===== src/rtl/lte_conv_pkg.sv =====
// Shared constants, FSM encoding and parity helper for the LTE K=7 convolutional encoder.
package lte_conv_pkg;

  localparam int CONSTRAINT_LEN = 7;

  // Default rate-1/3 generators; bit6 taps the current input bit.
  localparam logic [CONSTRAINT_LEN-1:0] G0_DEF = 7'o133;
  localparam logic [CONSTRAINT_LEN-1:0] G1_DEF = 7'o171;
  localparam logic [CONSTRAINT_LEN-1:0] G2_DEF = 7'o165;

  typedef enum logic [1:0] {
    IDLE   = 2'd0,
    FILL   = 2'd1,
    ENCODE = 2'd2,
    FLUSH  = 2'd3
  } conv_state_e;

  // One coded bit: XOR of the generator taps over {c_k .. c_(k-6)}.
  function automatic logic parity7(input logic [CONSTRAINT_LEN-1:0] g,
                                   input logic [CONSTRAINT_LEN-1:0] v);
    return ^(g & v);
  endfunction

endpackage


===== src/rtl/lte_conv_block_encoder_if.sv =====
// Ready/valid stream with an end-of-block marker; W sets the payload width.
interface lte_conv_block_encoder_if #(
  parameter int W = 1
);
  logic [W-1:0] data;
  logic         valid;
  logic         last;
  logic         ready;

  modport master (output data, valid, last, input ready);
  modport slave  (input data, valid, last, output ready);
endinterface


===== src/rtl/lte_conv_buf_ram.sv =====
// 1W1R block buffer, one bit wide, registered read port.
module lte_conv_buf_ram #(
  parameter int DEPTH = 1028,
  parameter int AW    = 11
) (
  input  logic          clk,
  input  logic          we,
  input  logic [AW-1:0] waddr,
  input  logic          wdata,
  input  logic          re,
  input  logic [AW-1:0] raddr,
  output logic          rdata
);
  logic mem [DEPTH];

  // Write port: bit k of the block lands at address k.
  always_ff @(posedge clk) begin
    if (we) mem[waddr] <= wdata;
  end

  // Read port: data appears the cycle after the address; holds when re=0.
  always_ff @(posedge clk) begin
    if (re) rdata <= mem[raddr];
  end
endmodule


===== src/rtl/lte_conv_block_encoder.sv =====
// Block-buffered LTE rate-1/3 K=7 convolutional encoder, tail-biting or zero-tail.
module lte_conv_block_encoder
  import lte_conv_pkg::*;
#(
  parameter int         MAX_K = 1028,
  parameter logic [6:0] G0    = G0_DEF,
  parameter logic [6:0] G1    = G1_DEF,
  parameter logic [6:0] G2    = G2_DEF
) (
  input  logic clk,
  input  logic rst,
  input  logic tail_mode,
  lte_conv_block_encoder_if.slave  bits,
  lte_conv_block_encoder_if.master words,
  output logic blk_err
);
  localparam int AW = $clog2(MAX_K + 6);
  localparam int M  = CONSTRAINT_LEN - 1;
  localparam logic [2:0][6:0] GEN = {G2, G1, G0};

  conv_state_e   state;
  logic          mode;       // 1 = tail-biting for the block in flight
  logic [AW-1:0] cnt;        // bits written so far, saturates at MAX_K
  logic [AW-1:0] k_len;      // K
  logic [AW-1:0] total;      // codewords to emit: K or K+6
  logic [AW-1:0] idx;        // next codeword to issue into the pipeline
  logic [M-1:0]  sr;         // encoder state; during FILL it collects the last 6 bits
  logic          din_ready;
  logic [1:0]    vld_pipe;   // [0] RAM output valid, [1] dout valid
  logic          b_zero;     // stage-B bit is a flush zero
  logic          b_last;     // stage-B bit produces the final codeword
  logic          rdata;
  logic [2:0]    dout;
  logic          dout_last;

  logic          accept, cur_mode, full, short_blk, we, re, adv, issue, bit_c;
  logic [AW-1:0] cur_cnt;
  logic [2:0]    cw;

  assign bits.ready  = din_ready;
  assign words.data  = dout;
  assign words.valid = vld_pipe[1];
  assign words.last  = dout_last;

  // Input acceptance and pipeline advance; mode is taken live only on the first bit.
  always_comb begin
    accept    = bits.valid & din_ready;
    cur_mode  = (state == IDLE) ? tail_mode : mode;
    cur_cnt   = (state == IDLE) ? '0 : cnt;
    full      = (cur_cnt >= AW'(MAX_K));
    short_blk = cur_mode & (cur_cnt < AW'(M - 1));
    we        = accept & ~full;
    adv       = ~vld_pipe[1] | words.ready;
    issue     = adv & ((state == ENCODE) | (state == FLUSH)) & (idx != total);
    re        = issue & (state == ENCODE);
  end

  assign bit_c = b_zero ? 1'b0 : rdata;

  for (genvar i = 0; i < 3; i++) begin : g_par
    assign cw[i] = parity7(GEN[i], {bit_c, sr});
  end

  lte_conv_buf_ram #(.DEPTH(MAX_K), .AW(AW)) u_buf (
    .clk   (clk),
    .we    (we),
    .waddr (cur_cnt),
    .wdata (bits.data[0]),
    .re    (re),
    .raddr (idx),
    .rdata (rdata)
  );

  // Block FSM plus the two-stage read/encode pipeline; the whole pipe freezes on stall.
  always_ff @(posedge clk) begin
    if (rst) begin
      state     <= IDLE;
      mode      <= 1'b0;
      cnt       <= '0;
      k_len     <= '0;
      total     <= '0;
      idx       <= '0;
      sr        <= '0;
      din_ready <= 1'b1;
      vld_pipe  <= '0;
      b_zero    <= 1'b0;
      b_last    <= 1'b0;
      dout      <= '0;
      dout_last <= 1'b0;
      blk_err   <= 1'b0;
    end else begin
      blk_err <= 1'b0;
      case (state)
        IDLE, FILL: begin
          if (accept) begin
            if (state == IDLE) mode <= tail_mode;
            if (we) cnt <= cur_cnt + 1'b1;
            sr <= {bits.data[0], sr[M-1:1]};
            if (bits.last) begin
              cnt <= '0;
              if (full | short_blk) begin
                blk_err <= 1'b1;
                state   <= IDLE;
              end else begin
                state     <= ENCODE;
                din_ready <= 1'b0;
                k_len     <= cur_cnt + 1'b1;
                total     <= cur_mode ? cur_cnt + 1'b1 : cur_cnt + AW'(M + 1);
                idx       <= '0;
                // Tail-biting starts from the block's own last 6 bits.
                sr        <= cur_mode ? {bits.data[0], sr[M-1:1]} : '0;
              end
            end else begin
              state <= FILL;
            end
          end
        end
        ENCODE, FLUSH: begin
          if (issue) begin
            idx <= idx + 1'b1;
            if (!mode && idx == k_len - 1'b1) state <= FLUSH;
          end
          if (vld_pipe[1] & dout_last & words.ready) begin
            state     <= IDLE;
            din_ready <= 1'b1;
          end
        end
        default: state <= IDLE;
      endcase

      if (adv) begin
        vld_pipe <= {vld_pipe[0], issue};
        if (issue) begin
          b_zero <= (state == FLUSH);
          b_last <= (idx == total - 1'b1);
        end
        dout_last <= vld_pipe[0] & b_last;
        if (vld_pipe[0]) begin
          dout <= cw;
          sr   <= {bit_c, sr[M-1:1]};
        end
      end
    end
  end
endmodule


===== src/flat_wrapper.sv =====
// flat-port wrapper written by rule: the top's interface ports become plain ports
module lte_conv_block_encoder_flat import lte_conv_pkg::*;
#(
  parameter int         MAX_K = 1028,
  parameter logic [6:0] G0    = G0_DEF,
  parameter logic [6:0] G1    = G1_DEF,
  parameter logic [6:0] G2    = G2_DEF
)
  (clk, rst, tail_mode, blk_err, bits_data, bits_valid, bits_last, bits_ready, words_data, words_valid, words_last, words_ready);
  lte_conv_block_encoder_if #(.W(1)) bits_i ();
  lte_conv_block_encoder_if #(.W(3)) words_i ();
  input  logic clk;
  input  logic rst;
  input  logic tail_mode;
  output logic blk_err;
  input wire logic [$bits(bits_i.data)-1:0] bits_data;
  input wire logic [$bits(bits_i.valid)-1:0] bits_valid;
  input wire logic [$bits(bits_i.last)-1:0] bits_last;
  output wire logic [$bits(bits_i.ready)-1:0] bits_ready;
  output wire logic [$bits(words_i.data)-1:0] words_data;
  output wire logic [$bits(words_i.valid)-1:0] words_valid;
  output wire logic [$bits(words_i.last)-1:0] words_last;
  input wire logic [$bits(words_i.ready)-1:0] words_ready;
  assign bits_i.data = bits_data;
  assign bits_i.valid = bits_valid;
  assign bits_i.last = bits_last;
  assign bits_ready = bits_i.ready;
  assign words_data = words_i.data;
  assign words_valid = words_i.valid;
  assign words_last = words_i.last;
  assign words_i.ready = words_ready;
  lte_conv_block_encoder #(.MAX_K(MAX_K), .G0(G0), .G1(G1), .G2(G2)) u_core (.clk(clk), .rst(rst), .tail_mode(tail_mode), .bits(bits_i), .words(words_i), .blk_err(blk_err));
endmodule

===== config.mk =====
export PLATFORM = sky130hd
export DESIGN_NAME = lte_conv_block_encoder_flat
export DESIGN_NICKNAME = d
export VERILOG_FILES = /design/src/rtl/lte_conv_pkg.sv /design/src/rtl/lte_conv_block_encoder_if.sv /design/src/rtl/lte_conv_buf_ram.sv /design/src/rtl/lte_conv_block_encoder.sv /design/src/flat_wrapper.sv
export SDC_FILE = /design/constraint.sdc
export NUM_CORES = 2
export LEC_CHECK = 0
export ABC_CLOCK_PERIOD_IN_PS = 3750
export CORE_MARGIN = 5
export CORE_UTILIZATION = 45
export DETAILED_ROUTE_END_ITERATION = 6
export REMOVE_ABC_BUFFERS = 1
export SYNTH_ARGS = -nofsm -noshare
export SYNTH_HDL_FRONTEND = slang
export SYNTH_SLANG_ARGS = --single-unit

===== constraint.sdc =====
create_clock -name clk -period 3.75 [get_ports clk]
set_clock_uncertainty 0.15 [all_clocks]
set_input_delay 0.9375 -clock clk [delete_from_list [all_inputs] [get_ports clk]]
set_output_delay 0.9375 -clock clk [all_outputs]
set_load 0.01 [all_outputs]

== Word level (Yosys, flattened, before mapping) ==
Memories as Yosys holds them, arrays and structs flattened. A register that Yosys moved wholly into a read port is not among the register bits.
Index checks and enable logic that the tools add are counted.
W data, S select, Z words.

* Register bits: 63
* Bits in writable memories: 1028
* Input port bits: 7
* Output and inout port bits: 7
* Word-level logic and storage cells: 104
* Memories: 1

{| class="wikitable"
|+ Memory list
! name !! words !! bits a word !! read ports !! clocked after memory_dff !! write ports !! RTL line !! text
|-
| u_core.u_buf.mem || 1028 || 1 || 1 || 1 || 1 || lte_conv_buf_ram.sv:14 || <nowiki>logic mem [DEPTH];</nowiki>
|}

* Add/subtract/negate cells: 5
* $lt $le $gt $ge: 2
* Eq/ne operators: 13
* Multiplexer cells: 33
* Bitwise operators: 18
* Reductions and logical operators: 18

{| class="wikitable"
|+ Operator list
! operator !! number
|-
| $mux W11 || 8
|-
| $mux W6 || 7
|-
| $add A11 B1 Y11 const B || 2
|-
| $eq A11 B11 Y1 || 2
|-
| $pmux W11 S2 || 1
|-
| $sub A11 B1 Y11 const B || 2
|-
| $reduce_xor A7 Y1 || 3
|-
| $mux W2 || 6
|-
| $reduce_and A4 Y1 || 3
|-
| $add A11 B3 Y11 const B || 1
|-
| $ge A11 B11 Y1 const B || 1
|-
| $lt A11 B3 Y1 const B || 1
|-
| $ne A11 B11 Y1 || 1
|-
| $and A1 B1 Y1 || 9
|-
| $mux W1 || 9
|-
| $ne A2 B1 Y1 const B || 3
|-
| $ne A3 B1 Y1 const B || 2
|-
| $not A1 Y1 || 6
|-
| $reduce_and A2 Y1 || 3
|-
| $reduce_and A3 Y1 || 2
|-
| $eq A2 B2 Y1 const B || 2
|-
| $ne A2 B2 Y1 const B || 2
|-
| $pmux W2 S2 || 1
|-
| $reduce_or A2 Y1 || 2
|-
| 8 further kinds || 10
|}

== Logic depth before layout (Yosys ltp) ==
* Depth after elaboration: 11
* Depth in mapped cells: 14
* Depth with buffers taken out: 11

== By module ==
From an unflattened synthesis, not the netlist that was laid out.

* Cell total of the unflattened synthesis: 3538
* Area, all modules: 48560.3 um2

{| class="wikitable"
|+ Modules (own cells, without submodules)
! module !! instances !! cells each !! area an instance (um2) !! sequential area each (um2)
|-
| lte_conv_buf_ram || 1 || 3043 || 44674.1 || 30899.6
|-
| lte_conv_block_encoder || 1 || 495 || 3886.2 || 1261.2
|}

== Worst setup path before layout ==
OpenSTA, ideal clock, no wires.

* Path kind: reg-to-reg
* From: reg u_core.state[1]
* To: reg u_core.cnt[10]
* Setup time: 0.128 ns
* Data arrival time: 2.686 ns
* Data required time: 3.472 ns
* Slack: 0.787 ns
* Cell stages (with the launch flop): 15
* Buffers on the path: 3
* Clock period less this slack: 2.963 ns
* Path through: dfxtp_1 -> buf_2 -> or2_2 -> clkbuf_1 -> clkbuf_1 -> nand2_1 -> inv_1 -> ha_1 -> nand2_1 -> nor3_1 -> nand3_1 -> xor2_1 -> nor2_1 -> a22oi_1 -> nor2_1

* Cells in the longest elaborated chain, start to end: 7
* Elaborated cells on any way between the ends: 12
* Classes of those cells: add/sub: 1; order compare: 1; eq/ne: 1; mux: 3; bitwise: 2; reduce/logical: 4

{| class="wikitable"
|+ RTL lines
! item !! RTL line !! text
|-
| from (decl) || lte_conv_block_encoder.sv:21 || <nowiki>conv_state_e state;</nowiki>
|-
| from (signal assigned) || lte_conv_block_encoder.sv:77 || <nowiki>state <= IDLE;</nowiki>
|-
| from (signal assigned) || lte_conv_block_encoder.sv:103 || <nowiki>state <= IDLE;</nowiki>
|-
| from (signal assigned) || lte_conv_block_encoder.sv:105 || <nowiki>state <= ENCODE;</nowiki>
|-
| $logic_not A2 Y1 || lte_conv_block_encoder.sv:49, lte_conv_block_encoder.sv:93 ||
|-
| $mux W11 || lte_conv_block_encoder.sv:49 || <nowiki>cur_cnt = (state == IDLE) ? '0 : cnt;</nowiki>
|-
| $ge A11 B11 Y1 || lte_conv_block_encoder.sv:50 || <nowiki>full = (cur_cnt >= AW'(MAX_K));</nowiki>
|-
| $not A1 Y1 || lte_conv_block_encoder.sv:52 || <nowiki>we = accept & ~full;</nowiki>
|-
| $and A1 B1 Y1 || lte_conv_block_encoder.sv:52 ||
|-
| $reduce_bool A2 Y1 (no line) || - ||
|-
| $reduce_and A3 Y1 (no line) || - ||
|-
| to (signal assigned) || lte_conv_block_encoder.sv:97 || <nowiki>if (we) cnt <= cur_cnt + 1'b1;</nowiki>
|-
| to (decl) || lte_conv_block_encoder.sv:23 || <nowiki>logic [AW-1:0] cnt;</nowiki>
|}

Several ways; a longest one is shown, not always the timed one. The select of a mux whose other input is x is not followed.
A chain may end at the register's enable or synchronous reset.

== Worst setup path after layout ==
* From: reg u_core.idx[0]
* To: reg u_core.u_buf.rdata (read register of u_core.u_buf.mem), data pin

* Cells in the longest elaborated chain, start to end: 3

{| class="wikitable"
|+ RTL lines
! item !! RTL line !! text
|-
| from (decl) || lte_conv_block_encoder.sv:26 || <nowiki>logic [AW-1:0] idx;</nowiki>
|-
| from (signal assigned) || lte_conv_block_encoder.sv:120 || <nowiki>idx <= idx + 1'b1;</nowiki>
|-
| $ne A11 B11 Y1 || lte_conv_block_encoder.sv:54 || <nowiki>issue = adv & ((state == ENCODE) | (state == FLUSH)) & (idx != total);</nowiki>
|-
| $and A1 B1 Y1 || lte_conv_block_encoder.sv:54 ||
|-
| $and A1 B1 Y1 || lte_conv_block_encoder.sv:55 || <nowiki>re = issue & (state == ENCODE);</nowiki>
|-
| to (decl) || lte_conv_buf_ram.sv:12 || <nowiki>output logic rdata</nowiki>
|}

Several ways; a longest one is shown, not always the timed one.

==> flow_summary.toml <==
[yosys]
yosys.area.top_type = "edfxtp_1"
ys_ff_latch = 1092
synth_top_area_share_pct = 64.0
yosysUniqueCellTypes = 80
synth-edff-count = 1029
synthesis.area_per_instance_um2 = 13.5
yosys_warnings = 0
synthesis.area_um2 = 48300
synthCells = 3577
synth_area_leaders = "edfxtp_1, mux4_2, nor2_1, dfxtp_1, clkbuf_1"
synthFlopType = "edfxtp_1"
async_reset_ff_share_pct = 0
yosysMostFrequentCell = "nor2_1"
netlist_top_cells_count = "nor2_1, edfxtp_1, clkbuf_1"
yosysSeqAreaShare_pct = 66.6

[sta]
setup_slack_ns = 0.182
final.setup.tns_ns = 0
fmax_mhz = 280
finalMaxSlewViolations = 0
min_period_over_period_pct = 95.1
tightest_slew_ns = 0.885
rsz0062_at_grt = "false"
slew_headroom_pct = 41.0
hold_viol_final = 0
post-route-min-period_ns = 3.57
setup_violations = 0

[die]
num_rows = 120
die_h_um = 338
ios = 14
die_area_um2 = 114000
start_util_pct = 45.2
coreArea_um2 = 107000
die-width_um = 338

[grt]
antenna_found_initial = 0
track_usage_pct = 25.5
grt_pass1_vias = 30100
grt-ovfl-total = 0
grt_pass1_wl_um = 211000
grt_max_degree = 137

[clocking]
tritoncts.num_buffers = 112
clkTransAtPathRegs_ns = 0.06
htreeDepth = 3
clock-root-buffer = "clkbuf_16"
hold_buffers = 0
post-cts-setup-buffer-count = 0
cts-resized-gates = 0
cts-root-to-sink-buffers = 3
clk_latency_ns = 0.70
cts_sinks = 1092
cts_tree = "done"

[critical_path]
setup.worst_path.start_class = "register"
cpPeakStageDelay_ns = 0.59
worstPathRequired_ns = 4.05
crit_fanout = 25
critical_path_arrival_ns = 3.87
endpoint_kind = "register"
path_class = "register to register"
r2r_cells = 10
crit_end = "u_core.u_buf.rdata"
crit_path_cell_trace = "buf_4 -> buf_12 -> mux4_1 -> mux2_2 -> a2111oi_0 -> a211o_1 -> a31oi_1 -> a211oi_2 -> a2111oi_1 -> a41o_1"
slowest_stage = "mux4_1"
rr_startpoint = "u_core.idx[0]"
crit_start = "u_core.idx[0]"
rr_endpoint = "u_core.u_buf.rdata"
r2r_slack_ns = 0.18

[finish]
final_layout_size_suffix_gt1_share_pct = 18.4
finalCoreUtilization_pct = 51.1
nNetsFinal = 3614
n_antenna_cell = 0
syn2layout_area_growth_pct = 13.2

[drt]
drtIter0Drc = 4428
vias = 31100
drc = 0
first_pass_iters = 6
drtAntennaViolNets = 0
wl_um = 146000
wl_per_cell_um = 28.6
vias_per_cell = 6.09

[pwr]
leakage_nw = 16.2
powerDensity_nw_per_um2 = 469
vdd_drop_max_mv = 0.403

[place]
dp_hpwl_um = 83700
gp_congestion = 0.865
dp_slack_ns = 0.196
port_buffers = 13

[run]
drv_cap = 0

[outcome]
status = "finished clean"

[hold_path]
min_path_type = "register to register"
==> registers in the layout, indices dropped and copies added (netlist names) <==
| name | cells |
|---|---|
| u_core.b_last | 1 |
| u_core.b_zero | 1 |
| u_core.bits.ready | 1 |
| u_core.blk_err | 1 |
| u_core.cnt | 11 |
| u_core.idx | 11 |
| u_core.k_len | 11 |
| u_core.mode | 1 |
| u_core.sr | 6 |
| u_core.state | 2 |
| u_core.total | 11 |
| u_core.u_buf.mem | 1028 |
| u_core.u_buf.rdata | 1 |
| u_core.vld_pipe | 2 |
| u_core.words.data | 3 |
| u_core.words.last | 1 |
==> power by group <==
part	total, W	internal, W	switching [W]	leakage, nW
Clock	0.0112	0.00640	0.00480	1.79
Sequential	0.0134	0.0133	0.0000319	9.76
Combinational	0.00103	0.000423	0.000605	4.70
Total	0.0256	0.0202	0.00544	16.2
==> layout make-up <==
class,instances,area [um^2]
clock buffer,133,2930
clock inverter,76,716
fill,9188,52300
inverter,17,63.8
multi-input combinational,2128,14600
sequential,1092,32200
tap,1403,1760
timing repair buffer,248,2380
==> worst min path at each step <==
stage	startpoint	endpoint	slack, ns	cells past startpoint
after floorplan	u_core.total[10]	u_core.total[10]	0.29	2
after global placement	u_core.k_len[10]	u_core.k_len[10]	0.31	2
after detailed placement	u_core.k_len[10]	u_core.k_len[10]	0.31	2
after CTS	u_core.k_len[10]	u_core.k_len[10]	0.32	2
after global routing	u_core.total[10]	u_core.total[10]	0.34	2
final	u_core.k_len[10]	u_core.k_len[10]	0.32	2
==> layout by cell type (no fill, tap or decap), types with 19 or more instances in the layout <==
cell,count
edfxtp_1,1029
xor2_1,28
nand3_1,42
buf_12,39
xnor2_1,38
mux2i_1,75
nor2_1,1122
nand2_2,32
mux4_1,19
o21ai_0,37
buf_4,196
clkinv_1,25
clkbuf_16,114
nand2_1,122
a22oi_1,52
dfxtp_1,58
mux4_2,202
clkinv_2,28
a211oi_1,33
a21oi_1,75
nor3_1,24
==> critical path, delay by kind of cell, from the launching register on <==
kind / cells / cell delay [ns]
DFF: 1 / 0.46
buffers and inverters: 2 / 0.42
muxes: 2 / 0.86
AOI/OAI and AO/OA: 6 / 1.42
==> stage by stage <==
step / power, W / cell area, um^2 / hold WS (ns) / instances
2_1_floorplan: 0.0143 / 46700 / 0.288 / 3237
3_3_place_gp: 0.0146 / 51000 / 0.312 / 4888
3_5_place_dp: 0.0147 / 51000 / 0.314 / 4888
4_1_cts: 0.0257 / 54700 / 0.323 / 5097
5_1_grt: 0.0263 / 54700 / 0.338 / 5097
6_report: 0.0256 / 54700 / 0.324 / 5097
==> logic make-up (layout without fill, tap and decap cells) <==
kind of cell,after synthesis,after routing,synth area share [%]
and+or+nand+nor,1439,1439,11.9
DFF,1092,1092,66.6
buffers and inverters,357,474,3.33
muxes,314,314,12.4
AOI/OAI and AO/OA,301,301,4.30
xor gates and xnor gates,66,66,1.20
adders and majority gates,8,8,0.207
==> per-layer routing <==
layer | routed length (um) | GRT usage, % | up-vias
li1 | - | - | 13100
met1 | 58300 | 36.1 | 16100
met2 | 68200 | 40.6 | 1554
met3 | 14000 | 4.55 | 283
met4 | 5000 | 7.97 | 0
met5 | 0 | 0 | -
No activity file was read; power rests on OpenSTA's default activity.
